## config.mk

```make
export PLATFORM = sky130hd
export DESIGN_NAME = prio_dec
export DESIGN_NICKNAME = d
export VERILOG_FILES = /design/src/rtl/prio_dec_pkg.sv /design/src/rtl/prio_dec_bit.sv /design/src/rtl/prio_dec.sv
export SDC_FILE = /design/constraint.sdc
export NUM_CORES = 1
export LEC_CHECK = 0
export ABC_AREA = 1
export ABC_CLOCK_PERIOD_IN_PS = 1450
export BUFFER_PORTS_ARGS = -buffer_cell sky130_fd_sc_hd__buf_4
export CAP_MARGIN = 5
export CELL_PAD_IN_SITES_DETAIL_PLACEMENT = 1
export CELL_PAD_IN_SITES_GLOBAL_PLACEMENT = 2
export CORE_UTILIZATION = 29
export CTS_BUF_LIST = sky130_fd_sc_hd__clkbuf_4 sky130_fd_sc_hd__clkbuf_8 sky130_fd_sc_hd__clkbuf_16
export DETAILED_ROUTE_END_ITERATION = 10
export PLACE_DENSITY = 0.76
export SLEW_MARGIN = 20
export SYNTH_ARGS = -nofsm -noshare
export SYNTH_HDL_FRONTEND = slang
export SYNTH_SLANG_ARGS = --single-unit
export TNS_END_PERCENT = 1
```

## constraint.sdc

```tcl
create_clock -name clk -period 1.45 [get_ports clk]
set_clock_uncertainty 0.2 [all_clocks]
set_input_delay 0 -clock clk [delete_from_list [all_inputs] [get_ports clk]]
set_output_delay 0 -clock clk [all_outputs]
set_load 0.05 [all_outputs]
```

## src/rtl/prio_dec_pkg.sv

```systemverilog
// Shared constants for the index-to-mask decoder and its bitmap-builder siblings.
package prio_dec_pkg;

    // Index width, shared with the priority encoder's msb output.
    localparam int PRIO_DEC_IDX_W = 8;

    // Frame FSM encodings.
    localparam logic [0:0] PRIO_DEC_ST_ACCUM = 1'b0;
    localparam logic [0:0] PRIO_DEC_ST_HOLD  = 1'b1;

    // Per-beat decode modes.
    localparam logic PRIO_DEC_MODE_ONEHOT = 1'b0;
    localparam logic PRIO_DEC_MODE_THERM  = 1'b1;

    // Mask width as an unsigned (IDX_W+1)-bit value, so that WIDTH_LOG=8 yields
    // 256 and no 8-bit index can ever reach it.
    function automatic logic [PRIO_DEC_IDX_W:0] prio_dec_width_ext(input int width_log);
        return (PRIO_DEC_IDX_W + 1)'(1 << width_log);
    endfunction

endpackage

```

## src/rtl/prio_dec_bit.sv

```systemverilog
// Combinational decode of one bit index into a one-hot or thermometer mask.
// Out-of-range indices decode to an empty mask and raise range_err.
module prio_dec_bit
    import prio_dec_pkg::*;
#(
    parameter int WIDTH_LOG = 4,
    localparam int WIDTH    = 1 << WIDTH_LOG
) (
    input  logic [PRIO_DEC_IDX_W-1:0] idx,
    input  logic                      mode,
    output logic [WIDTH-1:0]          mask,
    output logic                      range_err
);

    localparam logic [PRIO_DEC_IDX_W:0] WIDTH_EXT = prio_dec_width_ext(WIDTH_LOG);

    logic [PRIO_DEC_IDX_W:0] idx_ext_s;

    // Per-bit compare against the zero-extended index; the thermometer form
    // never builds (2 << idx), so idx = WIDTH-1 cleanly gives all ones.
    always_comb begin
        idx_ext_s = {1'b0, idx};
        range_err = (idx_ext_s >= WIDTH_EXT);
        mask      = '0;
        for (int i = 0; i < WIDTH; i++) begin
            if (range_err) begin
                mask[i] = 1'b0;
            end else if (mode == PRIO_DEC_MODE_THERM) begin
                mask[i] = ((PRIO_DEC_IDX_W + 1)'(i) <= idx_ext_s);
            end else begin
                mask[i] = ((PRIO_DEC_IDX_W + 1)'(i) == idx_ext_s);
            end
        end
    end

endmodule

```

## src/rtl/prio_dec.sv

```systemverilog
// Frame-level index decoder: ORs the decoded masks of every beat up to the
// last one, then holds the finished mask until the consumer takes it.
module prio_dec
    import prio_dec_pkg::*;
#(
    parameter int WIDTH_LOG = 4,
    localparam int WIDTH    = 1 << WIDTH_LOG
) (
    input  logic                      clk,
    input  logic                      rst,
    input  logic                      in_valid,
    output logic                      in_ready,
    input  logic [PRIO_DEC_IDX_W-1:0] in_idx,
    input  logic                      in_mode,
    input  logic                      in_last,
    output logic                      out_valid,
    input  logic                      out_ready,
    output logic [WIDTH-1:0]          out_mask,
    output logic                      out_err
);

    logic [0:0]       state_q, state_d;
    logic [WIDTH-1:0] acc_q, acc_d;
    logic             err_q, err_d;
    logic [WIDTH-1:0] out_mask_q, out_mask_d;
    logic             out_err_q, out_err_d;

    logic [WIDTH-1:0] dec_mask_s;
    logic             dec_err_s;
    logic             beat_take_s;

    prio_dec_bit #(
        .WIDTH_LOG (WIDTH_LOG)
    ) u_bit (
        .idx       (in_idx),
        .mode      (in_mode),
        .mask      (dec_mask_s),
        .range_err (dec_err_s)
    );

    // Handshake flags come from the state register only; in_ready is also
    // held low while reset is asserted.
    assign in_ready    = (state_q == PRIO_DEC_ST_ACCUM) && !rst;
    assign out_valid   = (state_q == PRIO_DEC_ST_HOLD);
    assign beat_take_s = in_valid && in_ready;
    assign out_mask    = out_mask_q;
    assign out_err     = out_err_q;

    // Next-state logic: accumulate beats in ACCUM, publish on the last beat,
    // wait in HOLD until the output handshake.
    always_comb begin
        state_d    = state_q;
        acc_d      = acc_q;
        err_d      = err_q;
        out_mask_d = out_mask_q;
        out_err_d  = out_err_q;
        case (state_q)
            PRIO_DEC_ST_ACCUM: begin
                if (beat_take_s && in_last) begin
                    out_mask_d = acc_q | dec_mask_s;
                    out_err_d  = err_q | dec_err_s;
                    acc_d      = '0;
                    err_d      = 1'b0;
                    state_d    = PRIO_DEC_ST_HOLD;
                end else if (beat_take_s) begin
                    acc_d   = acc_q | dec_mask_s;
                    err_d   = err_q | dec_err_s;
                    state_d = PRIO_DEC_ST_ACCUM;
                end else begin
                    state_d = PRIO_DEC_ST_ACCUM;
                end
            end
            PRIO_DEC_ST_HOLD: begin
                if (out_ready) begin
                    state_d = PRIO_DEC_ST_ACCUM;
                end else begin
                    state_d = PRIO_DEC_ST_HOLD;
                end
            end
            default: begin
                state_d    = PRIO_DEC_ST_ACCUM;
                acc_d      = '0;
                err_d      = 1'b0;
                out_mask_d = '0;
                out_err_d  = 1'b0;
            end
        endcase
    end

    // State and datapath registers with synchronous reset that discards any
    // partially accumulated frame.
    always_ff @(posedge clk) begin
        if (rst) begin
            state_q    <= PRIO_DEC_ST_ACCUM;
            acc_q      <= '0;
            err_q      <= 1'b0;
            out_mask_q <= '0;
            out_err_q  <= 1'b0;
        end else begin
            state_q    <= state_d;
            acc_q      <= acc_d;
            err_q      <= err_d;
            out_mask_q <= out_mask_d;
            out_err_q  <= out_err_d;
        end
    end

endmodule

```

==> flow_summary.yaml <==
global_route:
  grt_pass1_wl_um: 7270
  grt_remaining_overflow: 0
  first_global_vias: 1567
  grt_max_degree: 32
  grtUsageTotal_pct: 15.6
  antenna_found_initial: 0
critical_path:
  critPathMaxStageDelay_ps: 360
  path_max_fanout: 31
  required_ps: 1430
  r2r-start: "out_valid$_SDFF_PP0_"
  cp.arrival_ps: 1370
  crit_chain: "nor2_4, nand2_2, nor2_4, nor2_4, buf_12, a22o_1"
  cp-end-kind: "flop"
  path_delay_family: "flip-flops"
  crit_start: "out_valid$_SDFF_PP0_"
  cp-start-kind: "flop"
  path_class: "flop to flop"
  cp_common_cell: "nor2_4"
  cpMaxStageDelayCell: "dfxtp_4"
  path_buf_inv: 1
clock_network:
  cts.sinks: 35
  worstSkewPairLatency_ps: 280
  numCtsBuffers: 5
  h-tree-depth: 2
  path_clk_slew_ps: 70
  cts_tree: "yes"
  cts_max_path_buffers: 2
  cts-root-buf: "clkbuf_8"
logic_synthesis:
  synth-seq-cells: 35
  syn_nets: 246
  synthSimpleGateAreaFrac_pct: 27.8
  yosys_warnings: 0
  syn-cell-area_um2: 1600
  synth_compound_area_share_pct: 18.3
  syn_inst: 232
  yosysUniqueCellTypes: 22
  synth_top_family_by_area: "simple AND/OR/NAND/NOR gates"
  synthMuxAreaShare_pct: 0
  synthAdderAreaFrac_pct: 0
  synth_area_per_cell_um2: 6.89
  synth_xor_xnor_area_share_pct: 0
  yosysSeqAreaShare_pct: 43.9
pwr:
  leakagePower_nw: 0.980
  peakVddDrop_mv: 0.640
  power_density_nw_per_um2: 900
sta:
  timing.slew.headroom_pct: 81.6
  finalSetupViolations: 0
  hold_viol_final: 17
  rsz0062_at_grt: "true"
  finalCriticalPeriod_ps: 1390
  layout_setup_ws_ps: 62.3
  whs_ps: -31.6
  fin_crit_sh_pct: 95.7
  worst_pin_slew_ps: 274
  final_max_slew_viol_count: 0
  fmax_mhz: 721
routing:
  wl_um: 4230
  drc: 0
  viasPerCell: 4.51
  first_pass_iters: 3
  antenna_left: 0
  drtIter0Drc: 50
  vias: 1588
  wl_per_cell_um: 12.0
placement:
  dpl_cell_area_um2: 1940
  dp_worst_setup_slack_ps: 39.8
  io_buffers: 32
  dp_cells: 333
  hpwl_um: 3100
  place_congestion: 0.771
finish:
  final_common_cell: "nand2_1"
  antenna_cells: 0
  area_growth_pct: 35.5
  n_fill_cell: 666
  fin_area_um2: 2160
  nets: 295
  multi_input_area_um2: 757
  register_area_um2: 704
  drive_gt1_share_pct: 20.9
  final_cell_mix: "65 x nand2_1, 37 x buf_4, 34 x dfxtp_1"
  layout.cells.non_filler: 352
die:
  coreArea_um2: 5200
  pin_count: 33
  die_x_um: 76.2
  start_util_pct: 30.7
  die-area_um2: 5810
  num_rows: 26
  die_y_um: 76.2
min_path:
  hold_class: "primary input to flop"
  min_from: "rst"
run_status:
  status: "finished, violations left"
  violations: "negative hold slack"
job:
  cap_violations: 0
==> cells by family (layout without fill, tap and decap cells) <==
group / Yosys count / in the layout
and+or+nand+nor: 109 / 109
buffers and inverters: 34 / 84
AOI/OAI and AO/OA: 54 / 54
DFF: 35 / 35
==> through the flow <==
step | setup TNS, ps | power [mW] | hold WS (ps) | util (%)
after CTS | 0 | 1.98 | -237 | 40.9
after floorplan | -5880 | 1.17 | -138 | -
final | 0 | 1.95 | -31.6 | 41.6
after global placement | 0 | 1.27 | -16.8 | 37.4
after detailed placement | 0 | 1.27 | -19.3 | 37.4
after global routing | -65.2 | 2.06 | -20.9 | 41.6
==> repair_timing <==
action,CTS,global route
endpoints found under the hold margin,12,4
setup endpoints to repair,0,16
gates resized for setup,0,11
hold buffers,10,1
setup buffers,0,0
==> area by class of cell <==
type / instances / share of cell area, %
sequential: 35 / 32.5
tap: 70 / 4.05
timing repair buffer: 52 / 20.4
multi-input combinational: 163 / 35.0
clock inverter: 3 / 0.694
inverter: 24 / 4.16
clock buffer: 5 / 3.18
==> registers in the layout, indices dropped and copies added, names as in the netlist <==
| name | count |
|---|---|
| out_valid | 1 |
| acc_q | 16 |
| out_err | 1 |
| err_q | 1 |
| out_mask | 16 |
==> worst paths after layout <==
kind | to | slack (ps) | cells after the start
worst max register to register | out_mask[15]$_SDFFE_PP0P_ | 60 | 6
worst min register to register | out_mask[13]$_SDFFE_PP0P_ | 260 | 2
worst max-delay path | out_mask[15]$_SDFFE_PP0P_ | 60 | 6
worst min-delay path | acc_q[15]$_SDFFE_PP0P_ | -30 | 5
==> worst min-delay path: stages <==
cell and delay (ps):
buf_4 120, nor2_4 40, nand2_2 80, buf_4 110, a21oi_1 50
==> cell usage after synthesis (all sizes together) <==
library cell	instances	share of area [%]
o31ai	1	0.47
nand3	9	2.8
nor2	31	8.4
o21bai	3	1.4
clkbuf	1	0.31
nor3	1	0.31
a21oi	17	5.3
dfxtp	35	44
o21ai	27	8.5
buf	9	4.1
a21o	2	0.94
a31oi	3	1.2
inv	24	5.6
nand2	67	16
nand4	1	0.39
a22o	1	0.55
==> layer usage <==
metal / track usage, % / wire length [um] / vias up
li1: - / - / 835
met1: 18.7 / 2050 / 735
met2: 27.5 / 2030 / 14
met3: 3.59 / 95 / 4
met4: 5.19 / 54 / 0
met5: 0 / 0 / -
==> where the power goes <==
group	switching, mW	leakage [nW]	total, mW	internal, mW
Combinational	0.178	0.649	0.296	0.119
Sequential	0.00703	0.283	0.979	0.972
Clock	0.344	0.0477	0.672	0.328
Total	0.528	0.980	1.95	1.42
No activity file was read; power rests on OpenSTA's default activity.
